<file path="src/rtl/axis_demux_pkg.sv">
`default_nettype none
// ----------------------------------------------------------------------------
// axis_demux_pkg : shared types for the 1-to-2 AXI-Stream demultiplexer
// Revision 1.0   : initial release
// ----------------------------------------------------------------------------
package axis_demux_pkg;

    localparam int DEF_DATAW = 24;

    // The forwarding states double as the route encoding (port 0, port 1, drop).
    typedef enum logic [1:0] {
        ST_IDLE = 2'd0,
        ST_FWD0 = 2'd1,
        ST_FWD1 = 2'd2,
        ST_DROP = 2'd3
    } state_e;

    typedef struct packed {
        logic [DEF_DATAW-1:0]   tdata;
        logic                   tuser;
        logic                   tlast;
        logic [DEF_DATAW/8-1:0] tstrb;
        logic [DEF_DATAW/8-1:0] tkeep;
        logic                   tid;
        logic                   tdest;
    } beat_t;

    function automatic int beat_width(input int dataw);
        return dataw + 2 * (dataw / 8) + 4;
    endfunction

endpackage
`default_nettype wire

</file>
<file path="src/rtl/axis_skid_buf.sv">
`default_nettype none
// ----------------------------------------------------------------------------
// axis_skid_buf : 2-entry skid buffer with registered valid and ready
// Revision 1.0  : initial release
// ----------------------------------------------------------------------------
module axis_skid_buf #(
    parameter int WIDTH = 8
) (
    input  logic             clk,
    input  logic             rst_n,
    input  logic             s_valid_i,
    output logic             s_ready_o,
    input  logic [WIDTH-1:0] s_data_i,
    output logic             m_valid_o,
    input  logic             m_ready_i,
    output logic [WIDTH-1:0] m_data_o
);

    logic [1:0]       count_q, count_d;
    logic [WIDTH-1:0] head_q, head_d;
    logic [WIDTH-1:0] tail_q, tail_d;
    logic             push, pop;

    assign s_ready_o = (count_q != 2'd2);
    assign m_valid_o = (count_q != 2'd0);
    assign m_data_o  = head_q;
    assign push      = s_valid_i & s_ready_o;
    assign pop       = m_valid_o & m_ready_i;

    // Push-and-pop can only happen with exactly one entry held.
    always_comb begin
        count_d = count_q;
        head_d  = head_q;
        tail_d  = tail_q;
        case ({push, pop})
            2'b10: begin
                if (count_q == 2'd0) head_d = s_data_i;
                else                 tail_d = s_data_i;
                count_d = count_q + 2'd1;
            end
            2'b01: begin
                head_d  = tail_q;
                count_d = count_q - 2'd1;
            end
            2'b11:   head_d = s_data_i;
            default: ;
        endcase
    end

    always_ff @(posedge clk or negedge rst_n) begin
        if (!rst_n) begin
            count_q <= 2'd0;
            head_q  <= '0;
            tail_q  <= '0;
        end else begin
            count_q <= count_d;
            head_q  <= head_d;
            tail_q  <= tail_d;
        end
    end

endmodule
`default_nettype wire

</file>
<file path="src/rtl/axis_demux_1x2.sv">
`default_nettype none
// ----------------------------------------------------------------------------
// axis_demux_1x2 : packet-level AXI-Stream 1-to-2 demux with drop and counter
// Revision 1.0   : initial release
// ----------------------------------------------------------------------------
module axis_demux_1x2
    import axis_demux_pkg::*;
#(
    parameter int DATAW = DEF_DATAW
) (
    input  logic               aclk,
    input  logic               aresetn,
    input  logic               sel,
    input  logic               m0_en,
    input  logic               m1_en,

    input  logic [DATAW-1:0]   s_axis_tdata,
    input  logic               s_axis_tvalid,
    output logic               s_axis_tready,
    input  logic               s_axis_tuser,
    input  logic               s_axis_tlast,
    input  logic [DATAW/8-1:0] s_axis_tstrb,
    input  logic [DATAW/8-1:0] s_axis_tkeep,
    input  logic               s_axis_tid,
    input  logic               s_axis_tdest,

    output logic [DATAW-1:0]   m0_axis_tdata,
    output logic               m0_axis_tvalid,
    input  logic               m0_axis_tready,
    output logic               m0_axis_tuser,
    output logic               m0_axis_tlast,
    output logic [DATAW/8-1:0] m0_axis_tstrb,
    output logic [DATAW/8-1:0] m0_axis_tkeep,
    output logic               m0_axis_tid,
    output logic               m0_axis_tdest,

    output logic [DATAW-1:0]   m1_axis_tdata,
    output logic               m1_axis_tvalid,
    input  logic               m1_axis_tready,
    output logic               m1_axis_tuser,
    output logic               m1_axis_tlast,
    output logic [DATAW/8-1:0] m1_axis_tstrb,
    output logic [DATAW/8-1:0] m1_axis_tkeep,
    output logic               m1_axis_tid,
    output logic               m1_axis_tdest,

    output logic               busy,
    output logic [15:0]        drop_cnt
);

    localparam int BEAT_W = beat_width(DATAW);

    typedef struct packed {
        logic [DATAW-1:0]   tdata;
        logic               tuser;
        logic               tlast;
        logic [DATAW/8-1:0] tstrb;
        logic [DATAW/8-1:0] tkeep;
        logic               tid;
        logic               tdest;
    } beat_s;

    state_e      state_q, state_d;
    state_e      route;
    logic [15:0] drop_q, drop_d;
    logic        live_q;
    logic        accept;
    logic        b0_ready, b1_ready;
    logic        b0_push, b1_push;
    beat_s       s_beat, m0_beat, m1_beat;

    assign s_beat = '{tdata: s_axis_tdata, tuser: s_axis_tuser, tlast: s_axis_tlast,
                      tstrb: s_axis_tstrb, tkeep: s_axis_tkeep, tid: s_axis_tid,
                      tdest: s_axis_tdest};

    // Route is live only between packets; afterwards the state carries it.
    always_comb begin
        route = state_q;
        if (state_q == ST_IDLE) begin
            if (!sel && m0_en)     route = ST_FWD0;
            else if (sel && m1_en) route = ST_FWD1;
            else                   route = ST_DROP;
        end
    end

    always_comb begin
        s_axis_tready = 1'b0;
        if (live_q) begin
            case (route)
                ST_FWD0: s_axis_tready = b0_ready;
                ST_FWD1: s_axis_tready = b1_ready;
                default: s_axis_tready = 1'b1;
            endcase
        end
    end

    assign accept  = s_axis_tvalid & s_axis_tready;
    assign b0_push = accept & (route == ST_FWD0);
    assign b1_push = accept & (route == ST_FWD1);
    assign busy    = (state_q != ST_IDLE);
    assign drop_cnt = drop_q;

    always_comb begin
        state_d = state_q;
        drop_d  = drop_q;
        if (accept) begin
            if (state_q == ST_IDLE) begin
                if (!s_axis_tlast) state_d = route;
            end else if (s_axis_tlast) begin
                state_d = ST_IDLE;
            end
            if (s_axis_tlast && route == ST_DROP && drop_q != 16'hFFFF)
                drop_d = drop_q + 16'd1;
        end
    end

    // live_q holds the slave side not-ready through reset and its release edge.
    always_ff @(posedge aclk or negedge aresetn) begin
        if (!aresetn) begin
            state_q <= ST_IDLE;
            drop_q  <= 16'd0;
            live_q  <= 1'b0;
        end else begin
            state_q <= state_d;
            drop_q  <= drop_d;
            live_q  <= 1'b1;
        end
    end

    axis_skid_buf #(.WIDTH(BEAT_W)) u_buf0 (
        .clk       (aclk),
        .rst_n     (aresetn),
        .s_valid_i (b0_push),
        .s_ready_o (b0_ready),
        .s_data_i  (s_beat),
        .m_valid_o (m0_axis_tvalid),
        .m_ready_i (m0_axis_tready),
        .m_data_o  (m0_beat)
    );

    axis_skid_buf #(.WIDTH(BEAT_W)) u_buf1 (
        .clk       (aclk),
        .rst_n     (aresetn),
        .s_valid_i (b1_push),
        .s_ready_o (b1_ready),
        .s_data_i  (s_beat),
        .m_valid_o (m1_axis_tvalid),
        .m_ready_i (m1_axis_tready),
        .m_data_o  (m1_beat)
    );

    assign m0_axis_tdata = m0_beat.tdata;
    assign m0_axis_tuser = m0_beat.tuser;
    assign m0_axis_tlast = m0_beat.tlast;
    assign m0_axis_tstrb = m0_beat.tstrb;
    assign m0_axis_tkeep = m0_beat.tkeep;
    assign m0_axis_tid   = m0_beat.tid;
    assign m0_axis_tdest = m0_beat.tdest;

    assign m1_axis_tdata = m1_beat.tdata;
    assign m1_axis_tuser = m1_beat.tuser;
    assign m1_axis_tlast = m1_beat.tlast;
    assign m1_axis_tstrb = m1_beat.tstrb;
    assign m1_axis_tkeep = m1_beat.tkeep;
    assign m1_axis_tid   = m1_beat.tid;
    assign m1_axis_tdest = m1_beat.tdest;

endmodule
`default_nettype wire

</file>
<file path="config.mk">
export PLATFORM = sky130hd
export DESIGN_NAME = axis_demux_1x2
export DESIGN_NICKNAME = d
export VERILOG_FILES = /design/src/rtl/axis_demux_pkg.sv /design/src/rtl/axis_skid_buf.sv /design/src/rtl/axis_demux_1x2.sv
export SDC_FILE = /design/constraint.sdc
export NUM_CORES = 1
export LEC_CHECK = 0
export CELL_PAD_IN_SITES_DETAIL_PLACEMENT = 0
export CELL_PAD_IN_SITES_GLOBAL_PLACEMENT = 1
export CORE_ASPECT_RATIO = 1.2
export CORE_UTILIZATION = 42
export DETAILED_ROUTE_END_ITERATION = 7
export MAX_ROUTING_LAYER = met4
export PLACE_DENSITY = 0.78
export SETUP_SLACK_MARGIN = 0.15
export SKIP_LAST_GASP = 1
export SLEW_MARGIN = 20
export SYNTH_ARGS = -nofsm -noshare
export SYNTH_HDL_FRONTEND = slang
export SYNTH_SLANG_ARGS = --single-unit
</file>
<file path="constraint.sdc">
create_clock -name aclk -period 4.3 [get_ports aclk]
set_clock_uncertainty 0.15 [all_clocks]
set_input_delay 1.29 -clock aclk [delete_from_list [all_inputs] [get_ports aclk]]
set_output_delay 1.29 -clock aclk [all_outputs]
set_load 0.02 [all_outputs]
</file>
# [Word-level counts from Yosys, hierarchy flattened]
# Cells that the tools add are included.
# Widths: inputs -> output; s select.
[op_classes] n_addsub=5 eq_ne=15 mux=14 bitwise_logic=9 reduce_logical=22
[ops] cell="$pmux 34 s3" count=2
[ops] cell="$mux 34" count=2
[ops] cell="$add 16x1->16 const B" count=1
[ops] cell="$ne 16x16->1 const B" count=1
[ops] cell="$eq 2x2->1 const B" count=6
[ops] cell="$reduce_bool 2->1" count=6
[ops] cell="$mux 2" count=5
[ops] cell="$reduce_and 2->1" count=5
[ops] cell="$pmux 2 s2" count=2
[ops] cell="$and 1x1->1" count=7
[ops] cell="$eq 2x1->1 const B" count=3
[ops] cell="$logic_not 2->1" count=3
[ops] cell="$ne 2x2->1 const B" count=3
[ops] cell="$reduce_bool 3->1" count=2
[ops] cell="$add 2x1->2 const B" count=2
[ops] cell="$logic_and 1x1->1" count=4
[ops] cell="$ne 2x1->1 const B" count=2
[ops] cell="$sub 2x1->2 const B" count=2
[ops] cell="$reduce_and 3->1" count=1
[ops] cell="$mux 1" count=2
[ops] cell="$not 1->1" count=2
[ops] cell="$pmux 1 s2" count=1
[ops] cell="$logic_not 1->1" count=1
[totals] regBits=159 in_bits=42 elab_cells=74

# [Longest topological paths before layout]
[logic_depth] ltp_word=13 ltp_mapped=11 mapped_depth_nobuf=10

# [Modules after synthesis]
# Synthesis repeated with hierarchy kept, for this count alone.
[unflattened] cells_unflattened=492 hier_area_um2=7442.1
[modules_own_cells] mod="axis_skid_buf" instances=2 cells_per_inst=197 area_each_um2=3204.3 seq_area_each_um2=1751.7
[modules_own_cells] mod="axis_demux_1x2" instances=1 cells_per_inst=98 area_each_um2=1033.5 seq_area_each_um2=475.5

# [Worst setup path before layout]
# Ideal clock, no wire load.
[synth_path] path_kind="input -> output" startpoint="in sel" endpoint="out s_axis_tready" t_arrival_ps=2677 required_time_ps=2860 setup_slack_ps=183 path_stages=7 cell_sequence="inv_1 -> a21oi_1 -> or2_2 -> ha_1 -> inv_1 -> a221oi_4 -> and2b_1"
[synth_between] elab_chain_cells=7 elab_cells_between_ends=10 classes_between="eq/ne (2); mux (5); reduce/logical (3)"
[synth_lines] element="start: declaration" line="axis_demux_1x2.sv:13" rtl="input logic sel,"
[synth_lines] element="$logic_and 1x1->1 / $logic_not 1->1 (equally long branches)" line="axis_demux_1x2.sv:81, axis_demux_1x2.sv:80"
[synth_lines] element="$mux 1 / $logic_and 1x1->1 (equally long branches)" line="axis_demux_1x2.sv:81, axis_demux_1x2.sv:80"
[synth_lines] element="$mux 2 *" line="axis_demux_1x2.sv:80" rtl="if (!sel && m0_en) route = ST_FWD0;"
[synth_lines] element="$mux 2 *" line="axis_demux_1x2.sv:79" rtl="if (state_q == ST_IDLE) begin"
[synth_lines] element="$eq 2x2->1 / $eq 2x1->1 (equally long branches)" line="axis_demux_1x2.sv:89" rtl="case (route)"
[synth_lines] element="$pmux 1 s2 *" line="axis_demux_1x2.sv:89"
[synth_lines] element="$mux 1 *" line="axis_demux_1x2.sv:88" rtl="if (live_q) begin"
[synth_lines] element="end: declaration" line="axis_demux_1x2.sv:19" rtl="output logic s_axis_tready,"
# Every way passes the cells marked *; elsewhere a longest branch is shown, timed or not.

# [Final worst setup path]
[layout_path] startpoint="in m1_en" endpoint="out s_axis_tready"
[layout_between] elab_chain_cells=7 elab_cells_between_ends=8 classes_between="eq/ne (2); mux (5); reduce/logical (1)"
[layout_lines] element="start: declaration" line="axis_demux_1x2.sv:15" rtl="input logic m1_en,"
[layout_lines] element="$logic_and 1x1->1 *" line="axis_demux_1x2.sv:81" rtl="else if (sel && m1_en) route = ST_FWD1;"
[layout_lines] element="$mux 1 *" line="axis_demux_1x2.sv:81"
[layout_lines] element="$mux 2 *" line="axis_demux_1x2.sv:80"
[layout_lines] element="$mux 2 *" line="axis_demux_1x2.sv:79"
[layout_lines] element="$eq 2x2->1 / $eq 2x1->1 (equally long branches)" line="axis_demux_1x2.sv:89"
[layout_lines] element="$pmux 1 s2 *" line="axis_demux_1x2.sv:89"
[layout_lines] element="$mux 1 *" line="axis_demux_1x2.sv:88"
# Marked as above.

==> summary.txt <==
Hold Buf Count CTS - 0
Final Max Tran Viols - 0
First-pass GRT wire length - 24,900 um
Initial antenna violation count - 0
Sequential cell area - 3980 um^2
Finished Core Util - 56.2%
CTS tree - yes
Synth top area share - 57.1%
EDFF count, synth - 0
DRT iter0 DRCs - 201
Avg Vias per Cell - 5.13
Mapped Nets - 610
Die footprint - 17,100 um^2
Leakage power - 3.99 nW
FMAX - 244 MHz
Dpl cells - 885
Number of global-route vias before repair - 4,763
Peak VDD IR - 348 uV
CTS Buf Count - 17
Post-route cell area - 9100 um^2
WP data required - 2.86 ns
Layout Nets - 743
Die width - 120 um
Yosys top cell by area - dfrtp_1
Pre-CTS WS - -0.570 ns
Core region area - 16,200 um^2
Peak fanout along the critical path - 3
Reg-to-reg setup timing slack - 1.77 ns
Cell Area, Synth - 6970 um^2
Gpl congestion - 0.779
Mean routed wirelength per cell - 16.5 um
Initial core utilization - 43.0%
Largest net degree at the start of global routing - 73
Layout cells sized above 1 - 19.9%
Die height - 143 um
# port buffers - 129
Final Setup Violations - 0
Top cells by count, synth - dfrtp_1 (159), a21oi_1 (75), nor2_1 (72)
Worst hold path class - reg -> reg
Area post-placement - 8510 um^2
RSZ-0062 raised after global routing - no
Ant. Diodes - 0
Worst-path clk slew - 0.06 ns
Mean area per synthesized cell - 12.4 um^2
GRT Total Usage - 19.5%
Critical-path cell list - clkdlybuf4s15_1, a21oi_2, or2_4, ha_4, inv_1, a221oi_4, and2b_1, buf_6
CTS max path bufs - 2
Crit path capture type - output pin
Crit path time final - 4.10 ns
Non-filler instance count after layout - 915
Top-count cell post-synth - dfrtp_1
Worst setup SP type - input port
Top FF cell, synth - dfrtp_1
Area occupied by multi-input gates - 2850 um^2
Crit share post-route - 95.4%
Max_slew headroom - 55.1%
Crit path DAT - 2.66 ns
H-tree lvl count - 4
Top post-synthesis cells by area - dfrtp_1 (57%), mux2_2 (11%), mux2i_1 (9.8%), a21oi_1 (5.4%), nor2_1 (3.9%)
Distinct cells, synth - 36
Hold Fails Final Rpt - 0
Area grow syn2layout - 30.7%
Final wirelength - 15,100 um
Via count - 4,692
Final worst slack - 0.199 ns
Sequential fraction of the synthesis area - 57.1%
Site row count - 51
Ys async rst share - 100%
DP Wirelength - 10,000 um
Grt ovf - 0
Crit Path Class - in -> out
Synthesis Warnings - 0
DRT Pass-1 Iters - 4
Clk sinks - 159
Worst-Skew Late Latency - 0.42 ns
Root Driver - clkbuf_16
Result of the run - finished, final reports clean
Pwr Density - 760 nW/um^2
Slew @ Worst Pin - 0.674 ns
Slowest cell on the critical path - or2_4
# fillers - 1,399
Peak per-stage delay on the critical path - 0.27 ns
Cell count after synthesis - 560
FF+latch count, synth - 159
Final antenna-violating net count - 0
DRC viols - 0
I/O pins - 130
Hold_ws - 0.353 ns
Max_cap viols - 0
[placed cells by master (no fill, tap or decap), types with 3 or more instances in the layout]
cell | netlist | routed
nand2_1 | 10 | 10
a21oi_1 | 75 | 73
mux2i_1 | 68 | 68
clkbuf_16 | 0 | 17
clkbuf_8 | 0 | 3
mux2_2 | 68 | 68
clkinv_2 | 0 | 5
ha_4 | 0 | 3
nor2_1 | 72 | 72
nand3_1 | 4 | 4
buf_12 | 0 | 3
clkdlybuf4s50_1 | 0 | 124
buf_4 | 7 | 12
nand4_1 | 8 | 8
and3_1 | 4 | 4
xnor2_1 | 15 | 15
inv_1 | 8 | 5
nor4_4 | 3 | 3
dfrtp_1 | 159 | 159
xor2_1 | 4 | 4
ha_1 | 8 | 3
[per-layer routing]
metal,GRT usage [%],vias up,part of all wire (%)
met3,4.75,14,3.7
met4,5.59,0,1.1
met1,23.7,2381,44
met2,32.2,87,51
li1,-,2210,-
met5,-,-,0
[area by class of cell]
class                   count  share of cell area, %
inverters                   8                  0.357
clock inverters             7                  0.701
multi-input cells         363                   31.3
flip-flops and latches    159                   43.7
repair buffers            144                   15.8
well taps                 212                   2.91
clock buffers              22                   5.21
[final timing paths]
path | end | cells past startpoint | startpoint
hold / removal | u_buf1.tail_q[8] | 1 | u_buf1.tail_q[8]
setup reg to reg | u_buf0.tail_q[4] | 11 | state_q[0]
setup / recovery | s_axis_tready | 8 | m1_en
max in group asynchronous | u_buf0.tail_q[8] | 2 | aresetn
hold reg to reg | u_buf1.tail_q[8] | 1 | u_buf1.tail_q[8]
min in group asynchronous | drop_cnt[11] | 1 | aresetn
[flip-flops by register name, summed over array words and instances (netlist names)]
register / flops
state_q: 2
u_buf0.count_q: 2
u_buf1.tail_q: 34
u_buf1.m_data_o: 34
u_buf0.m_data_o: 34
u_buf1.count_q: 2
live_q: 1
u_buf0.tail_q: 34
drop_cnt: 16
[per-stage QoR]
stage	total power [mW]	setup TNS, ns
2_1_floorplan	4.32	0
3_3_place_gp	5.42	-0.534
3_5_place_dp	5.52	-0.570
4_1_cts	6.97	0
5_1_grt	7.37	0
6_report	6.91	0
[power by group]
group | switching [mW] | internal (mW) | leakage, nW
clock network | 0.560 | 0.828 | 0.271
registers | 0.413 | 2.20 | 1.93
logic | 1.45 | 1.46 | 1.78
[repair_timing]
action | 4_1_cts | 5_1_grt
hold endpoints to repair | 0 | 0
pin swaps | 2 | 7
gates resized for setup | 19 | 9
endpoints found under the setup margin | 1 | 1
buffers inserted | 0 | 1
[critical path, delay by kind of cell]
family	cells	cell delay, ns
buffers and inverters	3	0.36
and+or+nand+nor	2	0.49
adders and majority gates	1	0.27
AOI/OAI and AO/OA	2	0.25
[cell families after synthesis]
group	after synthesis	share of synthesized area (%)
compound gates	81	6.36
xor+xnor	19	2.39
fa+ha+maj	8	1.44
buf+inv	38	2.93
flops	159	57.1
mux	137	21.0
other cells	1	0.0538
simple gates	117	8.73
Note: power is estimated with default switching activity, not from simulation.
